### src/rtl/regfile_wb_scheduler.sv
// Write-back scheduler for a 32 x 32-bit register file: round-robin ALU/LSU
// arbitration onto the single write port plus a pending-destination scoreboard.
module regfile_wb_scheduler #(
  parameter int unsigned DATA_W = 32,
  parameter int unsigned ADDR_W = 5
) (
  input  logic              clock,
  input  logic              reset_n,
  input  logic              iss_valid,
  input  logic [ADDR_W-1:0] iss_rd,
  input  logic [ADDR_W-1:0] iss_rs1,
  input  logic [ADDR_W-1:0] iss_rs2,
  output logic              iss_stall,
  input  logic              alu_valid,
  input  logic [ADDR_W-1:0] alu_rd,
  input  logic [DATA_W-1:0] alu_data,
  output logic              alu_ready,
  input  logic              lsu_valid,
  input  logic [ADDR_W-1:0] lsu_rd,
  input  logic [DATA_W-1:0] lsu_data,
  output logic              lsu_ready,
  output logic              WR_EN,
  output logic [ADDR_W-1:0] write_select,
  output logic [DATA_W-1:0] data_in,
  output logic [31:0]       pending
);

  localparam int unsigned NREG = 32;

  typedef enum logic {
    SRC_ALU = 1'b0,
    SRC_LSU = 1'b1
  } src_e;

  typedef struct packed {
    logic [ADDR_W-1:0] rd;
    logic [DATA_W-1:0] data;
  } wb_t;

  src_e              last_grant_q, last_grant_d;
  logic              grant_alu, grant_lsu, grant_any;
  wb_t               wb_sel;
  logic              wr_en_q, wr_en_d;
  logic [ADDR_W-1:0] wsel_q, wsel_d;
  logic [DATA_W-1:0] wdata_q, wdata_d;
  logic [NREG-1:0]   pend_q, pend_d;
  logic              hazard;
  logic              issue_fire;

  // Round-robin arbiter: under contention the requester not granted last wins.
  always_comb begin
    grant_alu = 1'b0;
    grant_lsu = 1'b0;
    if (alu_valid && lsu_valid) begin
      if (last_grant_q == SRC_LSU) grant_alu = 1'b1;
      else                         grant_lsu = 1'b1;
    end else begin
      grant_alu = alu_valid;
      grant_lsu = lsu_valid;
    end
  end

  assign grant_any = grant_alu | grant_lsu;
  assign alu_ready = grant_alu;
  assign lsu_ready = grant_lsu;

  always_comb begin
    wb_sel.rd   = alu_rd;
    wb_sel.data = alu_data;
    if (grant_lsu) begin
      wb_sel.rd   = lsu_rd;
      wb_sel.data = lsu_data;
    end
  end

  // Write stage: a granted rd=0 transaction is consumed but never enables the write.
  always_comb begin
    last_grant_d = last_grant_q;
    wr_en_d      = 1'b0;
    wsel_d       = wsel_q;
    wdata_d      = wdata_q;
    if (grant_alu)      last_grant_d = SRC_ALU;
    else if (grant_lsu) last_grant_d = SRC_LSU;
    if (grant_any) begin
      wr_en_d = (wb_sel.rd != '0);
      wsel_d  = wb_sel.rd;
      wdata_d = wb_sel.data;
    end
  end

  // Stall depends only on issue inputs and scoreboard state, never on producers.
  assign hazard     = pend_q[iss_rs1] | pend_q[iss_rs2] | pend_q[iss_rd];
  assign iss_stall  = iss_valid & hazard;
  assign issue_fire = iss_valid & ~hazard;

  // Clear lands with the register-file commit; a same-edge set takes priority.
  always_comb begin
    pend_d = pend_q;
    if (wr_en_q) pend_d[wsel_q] = 1'b0;
    if (issue_fire && (iss_rd != '0)) pend_d[iss_rd] = 1'b1;
    pend_d[0] = 1'b0;
  end

  always_ff @(posedge clock or negedge reset_n) begin
    if (!reset_n) begin
      last_grant_q <= SRC_LSU;
      wr_en_q      <= 1'b0;
      wsel_q       <= '0;
      wdata_q      <= '0;
      pend_q       <= '0;
    end else begin
      last_grant_q <= last_grant_d;
      wr_en_q      <= wr_en_d;
      wsel_q       <= wsel_d;
      wdata_q      <= wdata_d;
      pend_q       <= pend_d;
    end
  end

  assign WR_EN        = wr_en_q;
  assign write_select = wsel_q;
  assign data_in      = wdata_q;
  assign pending      = pend_q;

endmodule

### config.mk
export PLATFORM = sky130hd
export DESIGN_NAME = regfile_wb_scheduler
export DESIGN_NICKNAME = d
export VERILOG_FILES = /design/src/rtl/regfile_wb_scheduler.sv
export SDC_FILE = /design/constraint.sdc
export NUM_CORES = 1
export LEC_CHECK = 0
export ABC_AREA = 1
export CORE_MARGIN = 10
export CORE_UTILIZATION = 45
export DETAILED_ROUTE_END_ITERATION = 8
export PLACE_DENSITY = 0.81
export SYNTH_ARGS = -nofsm -noshare
export SYNTH_HDL_FRONTEND = slang
export SYNTH_SLANG_ARGS = --single-unit
### constraint.sdc
create_clock -name clock -period 1.61 [get_ports clock]
set_input_delay 0.2415 -clock clock [delete_from_list [all_inputs] [get_ports clock]]
set_output_delay 0.2415 -clock clock [all_outputs]
set_load 0.05 [all_outputs]
Word-level counts from Yosys, hierarchy flattened. Cells that the tools add are included.

Divide/modulo/power cells: 0. Bitwise gates (word level): 9. Shift operators: 0. $add $sub $neg: 0. Multiply operators: 0. Eq/ne operators: 0. Magnitude comparators: 6. Reduce and logical (&&, ||, !) cells: 7. Muxes and demuxes: 20.

Operators by type and width (number): $mux W32 (2); $mux W37 (1); $and A32 B32 Y32 (1); $not A32 Y32 (1); $or A32 B32 Y32 (1); $lt A5 B6 Y1 const B (4); $bmux W1 S5 (3); $mux W1 (12); $demux W1 S5 (2); $ge A5 B1 Y1 const B (2); $reduce_bool A5 Y1 (2); $logic_and A1 B1 Y1 (4); $or A1 B1 Y1 (3); $and A1 B1 Y1 (2); $reduce_bool A2 Y1 (1); $not A1 Y1 (1).

Word-level logic and storage cells: 47. Register bits after elaboration: 70. ROM bits: 0. Input port bits: 94. Output and inout bits: 73. Bits in writable memories: 0. Memories kept: 0. Bits in latches: 0.

Logic depth before layout (Yosys ltp). Gate-level depths: netlist of the first run.

Depth in word-level cells: 9. Gate-level depth with buffers: 14. Depth with buffers taken out: 12.

Worst setup path after synthesis of the first run. Ideal clock, no wire load.

Path kind: register to output. From: register pend_q[15], in the netlist pending[15]. To: output iss_stall. Setup slack: -0.686 ns. Cell stages (with the launch flop): 11. Buffers on the path: 0. Required time: 1.368 ns. Data arrival time: 2.055 ns. Cells stage by stage: dfrtp_1 > inv_1 > nor2_1 > a21oi_1 > nand2_1 > nand2_1 > nand2_1 > inv_1 > nand2_2 > nor2_8 > a21boi_1.

Longest elaborated chain between the ends: 5. Elaborated cells between the ends (all ways): 9. Those cells by class: mux: 6; bitwise: 3.

Ends and longest elaborated chain: start, declared (RTL line 46) `logic [NREG-1:0] pend_q, pend_d;`; start signal, assigned (RTL line 116) `pend_q <= pend_d;`; $bmux W1 S5 (RTL line 92) `assign hazard = pend_q[iss_rs1] | pend_q[iss_rs2] | pend_q[iss_rd];`; $mux W1 (implied by the code) (RTL line 92); $or A1 B1 Y1 (RTL line 92); $or A1 B1 Y1 * (RTL line 92); $and A1 B1 Y1 * (RTL line 93) `assign iss_stall = iss_valid & hazard;`; end, declared (RTL line 13) `output logic iss_stall,`.

Mark *: on every way between the ends. The rest lies on a longest branch, timed or not. The select of a mux whose other input is x is not followed.

Worst setup path after layout of the first run.
From: input iss_rd[2]. To: output iss_stall.

Longest elaborated chain between the ends: 4.

Ends and longest elaborated chain: start, declared (RTL line 10) `input logic [ADDR_W-1:0] iss_rd,`; $bmux W1 S5 (RTL line 92); $mux W1 (implied by the code) (RTL line 92); $or A1 B1 Y1 (RTL line 92); $and A1 B1 Y1 (RTL line 93).

No other way between the ends. The select of a mux whose other input is x is not followed.

==> summary.md, run 1 <==
| Metric | Value |
|---|---|
| Status | finished with violations |
| Failing checks | setup timing |
| Drt total wl | 20,590 µm |
| Num rows | 36 |
| Met2 Use GR | 45.57% |
| Crit path buf inv count | 4 |
| Seq/Total Area, Yosys | 39.41% |
| FF+latch area | 1792 µm² |
| Layout cells sized above 1 | 34.34% |
| Crit path largest cell delay | 0.55 ns |
| Clock skew | 0.005634 ns |
| Yosys cell types | 35 |
| Initial antenna violation count | 1 |
| Via Count | 5,826 |
| Final instance count without filler cells | 1,031 |
| Setup tns final | -8.635 ns |
| DIE AREA | 14,260 µm² |
| RSZ-0062 raised after global routing | yes |
| TritonRoute pass-1 iters | 6 |
| Final Hold Fails | 0 |
| Die H | 119.4 µm |
| Net Sw Power | 5.200 mW |
| Clock Sinks | 70 |
| Routed vias/inst | 5.651 |
| Ys Warns | 0 |
| Width of the die | 119.4 µm |
| Syn avg cell area | 6.885 µm² |
| Net Sw Frac | 48.90% |
| Hold_ws | 0.4161 ns |
| Tcrit/Tclk final | 130.7% |
| Core area | 9684 µm² |
| Fill count | 678 |
| Clk buf depth | 2 |
| Total CTS buffers | 9 |
| Max-capacitance violation count | 0 |
| Final setup fails | 32 |
| Vias in the first global route | 6,044 |
| Sequential share of power | 26.4% |
| 1st-iter DRT viols | 472 |
| P_leak | 3.630 nW |
| Slew @ Worst Pin | 0.6575 ns |
| CP Cell Sequence | clkdlybuf4s50_1 > inv_2 > nor3_2 > nand2_1 > nand2_1 > inv_1 > nand2_2 > nor2_8 > a21boi_4 > buf_12 |
| Combinational Power Share | 61.5% |
| Root buf cell | clkbuf_8 |
| Crit end category | primary output |
| Setup ws final | -0.4942 ns |
| Most common cell after layout, fill and taps aside | nand2_1 |
| Startpoint types | input pin |
| GRT Total Usage | 27.13% |
| Dpl ws | -0.7010 ns |
| Gr busiest metal | met2 |
| Routed length per instance | 19.97 µm |
| P_int | 5.433 mW |
| Most frequent cells in the layout | 181 x nand2_1, 145 x buf_4, 118 x nand3_1 |
| Routed Antenna Nets | 0 |
| Net count, final | 986 |
| Most frequent cell on the critical path | nand2_1 |
| Top delay family on crit path | buffers and inverters |
| CP Class | in -> out |
| Area of the multi-input gates | 2426 µm² |
| Routability congestion estimate | 1.024 |
| Routing usage on met1 | 29.38% |
| Worst Path Required | 1.37 ns |
| PortBufs | 165 |
| Syn Inst Count | 646 |
| Peak VDD IR | 0.7616 mV |
| DRC violations left | 0 |
| Arr. time, crit path | 1.86 ns |
| Clk pwr share | 12.0% |
| Clock latency on the worst-skew pair | 0.35 ns |
| Max_slew headroom | 56.17% |
| Post-synthesis register bit count | 70 |
| GRT met3 Usage | 10.58% |
| Worst Hold Class | in -> reg |
| Grt ovf | 0 |
| PwrDens | 1423 nW/µm² |
| Reg clk slew, reported paths | 0.07 ns |
| Slowest cell on the critical path | clkdlybuf4s50_1 |
| Initial Util | 45.93% |
| Syn-to-layout area delta | 67.99% |
| Mapped Nets | 740 |
| Tmin final | 2.104 ns |
| CP max FO | 5 |
| Num ports | 167 |
| Final Max Slew Viols | 0 |
| Synthesized cell area | 4448 µm² |
| TritonCTS clock tree | yes |
| Peak Freq | 475.2 MHz |
| Post-DP HPWL | 14,540 µm |
| Placed Cells | 991 |
| First-pass GRT wire length | 31,390 µm |
| Largest net degree at the start of global routing | 34 |
| Depth of the CTS H-tree | 3 |
power by group through the flow:
stage / sequential [mW] / combinational [mW] / clock, mW
4_1_cts: 2.76 / 6.30 / 1.28
3_3_place_gp: 2.71 / 5.73 / 0
6_report: 2.81 / 6.54 / 1.28
3_5_place_dp: 2.73 / 5.79 / 0
2_1_floorplan: 4.47 / 1.52 / 0
5_1_grt: 2.87 / 6.88 / 1.36
Yosys cell counts:
| cell type | instances | area (µm²) |
|---|---|---|
| buf_4 | 4 | 30.03 |
| a21oi_2 | 1 | 8.760 |
| a21oi_1 | 9 | 45.04 |
| dfstp_2 | 1 | 26.28 |
| nand2_2 | 5 | 31.28 |
| inv_1 | 54 | 202.7 |
| o21ai_0 | 39 | 195.2 |
| nor2_8 | 1 | 20.02 |
| inv_2 | 7 | 26.28 |
| a31oi_1 | 1 | 6.260 |
| nand3b_1 | 1 | 7.510 |
| clkinv_1 | 1 | 3.750 |
| buf_2 | 10 | 50.05 |
| o22ai_1 | 3 | 18.77 |
| buf_6 | 5 | 56.30 |
| conb_1 | 1 | 3.750 |
| clkbuf_1 | 12 | 45.04 |
| nand2_1 | 187 | 701.9 |
| nor3_1 | 7 | 35.03 |
| a21boi_0 | 1 | 7.510 |
| dfrtp_1 | 69 | 1727 |
| buf_8 | 3 | 45.04 |
| nand3_1 | 131 | 655.6 |
| o211ai_1 | 2 | 15.01 |
| nor2_1 | 45 | 168.9 |
| buf_1 | 2 | 7.510 |
| and3_1 | 1 | 6.260 |
| nor2_2 | 3 | 18.77 |
| mux2i_1 | 4 | 40.04 |
| a21boi_1 | 1 | 7.510 |
| nand4_4 | 1 | 21.27 |
| nand4_1 | 31 | 193.9 |
| clkinv_2 | 1 | 5.000 |
| or2_2 | 1 | 6.260 |
| o21ai_2 | 1 | 8.760 |
timing repair:
| item | in CTS | in global routing |
|---|---|---|
| hold endpoints to repair | 20 | 0 |
| pin swaps | 14 | 13 |
| hold buffers | 1 | 0 |
| endpoints found under the setup margin | 34 | 36 |
| buffers inserted | 12 | 6 |
| gates resized for setup | 71 | 42 |
| gates cloned | 6 | 0 |
worst paths after layout:
check / endpoint / cells past startpoint / start / slack [ns]
max in group asynchronous: pending[3] / 3 / reset_n / 0.56
worst min-delay path: data_in[27] / 4 / alu_valid / 0.42
worst min register to register: last_grant_q / 2 / last_grant_q / 0.49
min in group asynchronous: data_in[22] / 2 / reset_n / 0.48
worst max register to register: pending[12] / 15 / pending[29] / -0.30
worst max-delay path: iss_stall / 10 / iss_rd[2] / -0.49
sequential cells by signal, summed over array words and instances (netlist names):
signal,flops
pending,31
WR_EN,1
data_in,32
last_grant_q,1
write_select,5
stage by stage:
stage | util, % | power [mW] | cell area [µm²]
final | 77.16 | 10.63 | 7472
after global routing | 77.16 | 11.11 | 7472
after CTS | 75.58 | 10.33 | 7320
after detailed placement | 69.47 | 8.520 | 6728
after global placement | 69.47 | 8.440 | 6728
after floorplan | - | 5.986 | 4511
logic make-up after synthesis:
kind of cell           count (synthesis)  share of synthesized area [%]
other                                  1                        0.08431
buffers and inverters                 99                          10.60
muxes                                  4                         0.9002
and+or+nand+nor                      414                          41.97
DFF                                   70                          39.41
AOI/OAI and AO/OA                     58                          7.033
worst min-delay path, delay by kind of cell:
family / cells / cell delay (ns)
buffers and inverters: 2 / 0.33
and+or+nand+nor: 2 / 0.15
layout make-up:
class                           instances  share of cell area, %
Antenna cell                            1                0.03349
Clock buffer                           12                  1.942
Clock inverter                          4                 0.3014
Inverter                               63                  3.567
Multi-Input combinational cell        477                  32.47
Sequential cell                        70                  23.98
Tap cell                              133                  2.227
Timing Repair Buffer                  271                  35.48
metal layers:
metal  routed length [µm]  part of all wire (%)  vias up
met2                10110                    49      388
met5                    0                     0        -
met3                 2353                    11       74
met4                  845                   4.1        0
met1                 7273                    35     2740
li1                     -                     -     2624
Power figures use the tool's default switching activity.
==> inputs of run 2 (changes only) <==
- PLACE_DENSITY: 0.81 -> 0.78
==> run 2 against run 1 <==
  * The flow still finishes with violations (setup timing)
  * Final cell count decreased by 0.48%
  * Worst hold slack improved by 0.017 ns
  * Count of clock-buffer cells in the layout unchanged
  * Clock skew increased by 0.0017 ns
  * Sequential share of layout area increased by 0.78 points
  * Register-to-register slack improved by 0.06 ns
  * Fmax increased by 5.0%
  * Die area unchanged
  * Clock power increased by 11%
  * Cell area decreased by 3.1%
  * Total power decreased by 0.20%
==> summary.md, run 2 (synthesis results as in run 1) <==
| Metric | Value |
|---|---|
| Routed length per instance | 18.15 µm |
| CP Class | reg -> out |
| Final instance count without filler cells | 1,026 |
| Startpoint types | flip-flop |
| Routed vias/inst | 5.344 |
| RR Startpoint | pending[31] |
| Num ports | 167 |
| P_leak | 3.511 nW |
| Clk buf depth | 2 |
| Tcrit/Tclk final | 124.4% |
| Max reg flops | 32 |
| TritonCTS clock tree | yes |
| RSZ-0062 raised after global routing | yes |
| Crit path buf inv count | 2 |
| Failing checks | setup timing |
| Die H | 119.4 µm |
| Routed Antenna Nets | 0 |
| Routability congestion estimate | 0.9216 |
| Status | finished with violations |
| Most frequent cells in the layout | 180 x nand2_1, 147 x buf_4, 128 x nand3_1 |
| Syn-to-layout area delta | 62.73% |
| Grt ovf | 0 |
| Slowest cell on the critical path | dfrtp_2 |
| CP Cell Sequence | inv_2 > nand2_1 > nand3_1 > nand3_1 > nand3_1 > nand2_1 > nand2_1 > nand2_2 > nor2_4 > a21boi_4 > buf_12 |
| 1st-iter DRT viols | 479 |
| Final Hold Fails | 0 |
| Arr. time, crit path | 1.76 ns |
| Final setup fails | 33 |
| Reg2reg end | pending[13] |
| R2R depth | 14 |
| Met1 Wirelength | 7029 µm |
| Depth of the CTS H-tree | 3 |
| Core area | 9684 µm² |
| PwrDens | 1466 nW/µm² |
| Width of the die | 119.4 µm |
| Hold_ws | 0.4328 ns |
| Antenna cell count | 0 |
| Initial Util | 45.93% |
| Max-capacitance violation count | 0 |
| Layout cells sized above 1 | 33.26% |
| Wire length on met3 | 1927 µm |
| TritonRoute pass-1 iters | 6 |
| Top sig layer | met4 |
| Final Max Slew Viols | 0 |
| Setup ws final | -0.3931 ns |
| Peak VDD IR | 0.8975 mV |
| Most common cell after layout, fill and taps aside | nand2_1 |
| Clock skew | 0.007301 ns |
| Top delay family on crit path | simple AND/OR/NAND/NOR gates |
| Worst reg-to-reg setup slack | -0.24 ns |
| Placed Cells | 993 |
| Via Count | 5,483 |
| Clock Sinks | 70 |
| Worst Hold Class | in -> async |
| Worst Path Required | 1.37 ns |
| Crit end category | primary output |
| Vias in the first global route | 5,654 |
| Net count, final | 982 |
| Tmin final | 2.003 ns |
| Reg clk slew, reported paths | 0.07 ns |
| Initial antenna violation count | 0 |
| CP max FO | 3 |
| Setup tns final | -6.391 ns |
| Post-DP HPWL | 14,340 µm |
| DRC violations left | 0 |
| Num rows | 36 |
| Final core occ | 74.74% |
| GRT Total Usage | 25.77% |
| Clock latency on the worst-skew pair | 0.35 ns |
| Met2 wire len | 9139 µm |
| First-pass GRT wire length | 29,980 µm |
| Crit path largest cell delay | 0.42 ns |
| Total CTS buffers | 9 |
| DIE AREA | 14,260 µm² |
| Fill count | 761 |
| Drt total wl | 18,620 µm |
| PortBufs | 165 |
| Largest net degree at the start of global routing | 71 |
| Root buf cell | clkbuf_8 |
| Peak Freq | 499.2 MHz |
run 2: changes by cell type in the layout (fill, tap and decap cells not counted), moves of 3 or more:
cell	delta
nand3_2	-10
clkdlybuf4s50_1	+4
inv_1	-9
nor2_2	-3
buf_8	+3
buf_16	-3
inv_2	+11
nor2_1	+3
nand3_1	+10
dlygate4sd2_1	-3
buf_12	-7
run 2: layout make-up:
class | count | area (µm²) | share of cell area, %
repair buffers | 267 | 2480 | 34.26
clock buffers | 12 | 145.1 | 2.005
flip-flops and latches | 70 | 1792 | 24.75
well taps | 133 | 166.4 | 2.299
clock inverters | 4 | 47.55 | 0.6569
inverters | 63 | 264.0 | 3.647
multi-input cells | 477 | 2344 | 32.38
run 2: worst max path at each step:
stage                     depth (start not counted)     endpoint  slack (ns)   startpoint
after global routing                             10    iss_stall       -0.49  pending[11]
after floorplan                                   8    iss_stall       -0.11   pending[9]
after detailed placement                         14  pending[13]       -0.68    iss_rd[0]
after global placement                           14  pending[15]       -0.65    iss_rd[0]
after CTS                                         9    iss_stall       -0.39  pending[24]
final                                            11    iss_stall       -0.39  pending[31]
run 2: repair_timing:
item	4_1_cts	5_1_grt
cloned	3	0
endpoints found under the setup margin	54	35
pin swaps	11	20
hold endpoints to repair	69	0
buffers inserted	13	5
hold buffers	1	0
gates resized for setup	68	35
run 2: worst min-delay path, stage by stage:
cell	delay, ns
dlygate4sd3_1	0.52
buf_2	0.12
buf_12	0.31
run 2: routing by layer:
| metal | vias to the layer above | GRT usage (%) |
|---|---|---|
| li1 | 2609 | - |
| met1 | 2524 | 29.08 |
| met2 | 293 | 44.23 |
| met3 | 57 | 9.731 |
| met4 | 0 | 7.994 |
| met5 | - | 0 |
run 2: power breakdown:
group | internal [mW] | switching (mW)
combinational | 2.42 | 4.00
clock | 0.754 | 0.663
sequential | 2.33 | 0.455
run 2: through the flow:
stage	area, µm²	setup WS (ns)	total power, mW
after floorplan	4511	-0.1149	5.986
after global placement	6693	-0.6516	8.548
after detailed placement	6693	-0.6813	8.614
after CTS	7172	-0.3869	10.46
after global routing	7238	-0.4866	11.14
final	7238	-0.3931	10.61
==> inputs of run 3 (changes only) <==
- clock period: 1.61 -> 2.3 ns (I/O delays scaled with it)
==> run 3 against run 2 <==
  * The flow now finishes without violations
  * Sequential cell count is the same
  * Combinational power is 43% lower
  * Sequential share of layout area grew 1.4 points
==> summary.md, run 3 (synthesis results as in run 1) <==
| Metric | Value |
|---|---|
| PortBufs | 165 |
| Final instance area | 6709 µm² |
| RR Startpoint | pending[7] |
| Max reg flops | 32 |
| Clk pwr share | 18.0% |
| Final Hold Fails | 0 |
| TritonCTS clock tree | yes |
| 1st-iter DRT viols | 362 |
| Grt ovf | 0 |
| Most common cell after layout, fill and taps aside | nand2_1 |
| P_int | 3.502 mW |
| PwrDens | 1017 nW/µm² |
| Sequential share of power | 28.7% |
| Peak Freq | 442.7 MHz |
| DIE AREA | 14,260 µm² |
| Final setup fails | 0 |
| Post-Place Cell Area | 6329 µm² |
| Antenna cell count | 0 |
| Routed vias/inst | 5.419 |
| Crit path largest cell delay | 0.47 ns |
| WHS Path Cells | 2 |
| Routability congestion estimate | 1.018 |
| Reg clk slew, reported paths | 0.07 ns |
| Core area | 9684 µm² |
| Root buf cell | clkbuf_8 |
| Num rows | 36 |
| Min-delay src | last_grant_q |
| Clock skew | 0.01728 ns |
| Slowest cell on the critical path | clkdlybuf4s50_1 |
| Max_slew headroom | 59.43% |
| First-pass GRT wire length | 27,370 µm |
| Die H | 119.4 µm |
| Status | completed |
| Final Max Slew Viols | 0 |
| Power Total | 6.826 mW |
| Crit path capture | iss_stall |
| Initial Util | 45.93% |
| Post-DP HPWL | 13,320 µm |
| Tcrit/Tclk final | 98.22% |
| Peak VDD IR | 0.4914 mV |
| RSZ-0062 raised after global routing | no |
| R2R depth | 12 |
| CP max FO | 3 |
| Net Sw Power | 3.325 mW |
| Layout cells sized above 1 | 12.69% |
| Worst reg-to-reg setup slack | 0.35 ns |
| Combinational Power Share | 53.3% |
| Hold_ws | 0.4747 ns |
| Net Sw Frac | 48.70% |
| Width of the die | 119.4 µm |
| Placed Cells | 945 |
| Total CTS buffers | 9 |
| Worst Hold Class | reg -> reg |
| Setup tns final | 0 ns |
| Most frequent cells in the layout | 187 x nand2_1, 151 x clkdlybuf4s50_1, 131 x nand3_1 |
| Max-capacitance violation count | 0 |
| Clk buf depth | 2 |
| Arr. time, crit path | 1.91 ns |
| Clock Sinks | 70 |
| Tmin final | 2.259 ns |
| Via Count | 5,246 |
| CP Cell Sequence | clkdlybuf4s50_1 > buf_4 > nor3_4 > nand2_1 > nand2_1 > inv_1 > nand2_2 > nor2_8 > a21boi_4 > buf_6 |
| Initial antenna violation count | 0 |
| TritonRoute pass-1 iters | 5 |
| Routed Antenna Nets | 0 |
| GRT Total Usage | 23.58% |
| Most frequent cell on the critical path | nand2_1 |
| Drt total wl | 17,430 µm |
| Syn-to-layout area delta | 50.83% |
| Startpoint types | input pin |
| P_leak | 3.152 nW |
| Clock latency on the worst-skew pair | 0.35 ns |
| Net count, final | 924 |
| Depth of the CTS H-tree | 3 |
| Critical Path Start | iss_rd[4] |
| Routed length per instance | 18.01 µm |
| Final instance count without filler cells | 968 |
| DRC violations left | 0 |
| CP Class | in -> out |
| Slew @ Worst Pin | 0.6067 ns |
| Vias in the first global route | 5,288 |
| Largest net degree at the start of global routing | 50 |
| Reg2reg end | pending[17] |
| Crit end category | primary output |
| Worst Path Required | 1.96 ns |
| Num ports | 167 |
[run 3: cell types whose count changed in the layout (fill, tap and decap cells not counted), moves of 4 or more]
cell             before  now
buf_4               147   40
buf_8                 4    0
dfrtp_2              31    3
inv_1                23   46
inv_2                32   14
dfrtp_1              38   66
nand2_2              10    4
nand2_1             180  187
clkdlybuf4s50_1      84  151
buf_12               13    2
buf_6                 7    3
inv_4                 6    1
[run 3: worst min path at each step]
stage / end
6_report: last_grant_q
5_1_grt: last_grant_q
4_1_cts: last_grant_q
3_3_place_gp: data_in[25]
3_5_place_dp: data_in[25]
2_1_floorplan: WR_EN
[run 3: area by class of cell]
class	count	area, µm²
fill	832	2975
multi-input combinational	477	2288
timing repair buffer	209	2009
sequential	70	1757
inverter	63	244.0
tap	133	166.4
clock buffer	9	123.9
clock inverter	7	120.1
[run 3: timing repair]
item	4_1_cts	5_1_grt
resized for setup	13	30
hold buffers	1	0
endpoints found under the setup margin	1	1
endpoints found under the hold margin	21	0
buffers inserted	0	5
cloned	1	0
pin swaps	0	2
[run 3: critical path: cells and delay by family]
family | cells | cell delay (ns)
AND/OR/NAND/NOR | 5 | 0.55
AO/OA/AOI/OAI | 1 | 0.14
buffers and inverters | 4 | 0.88
[run 3: power groups by stage]
stage          clock network [mW]  registers [mW]  logic [mW]
3_3_place_gp                    0            1.96        3.51
6_report                     1.23            1.96        3.64
2_1_floorplan                   0            3.07        1.05
4_1_cts                      1.24            1.94        3.55
5_1_grt                      1.30            2.00        3.86
3_5_place_dp                    0            1.96        3.54
[run 3: stage by stage]
step / setup WS (ns) / util (%)
2_1_floorplan: 0.1983 / -
3_3_place_gp: -0.1064 / 65.35
3_5_place_dp: -0.1468 / 65.35
4_1_cts: 0.01166 / 68.24
5_1_grt: 0.009079 / 69.28
6_report: 0.04096 / 69.28
[run 3: routing by layer]
metal  track usage, %  wire, µm  vias up
li1                 -         -     2495
met1            25.73      6624     2440
met2            39.59      8246      270
met3            9.920      2010       41
met4            9.955       548        0
met5                0         0        -
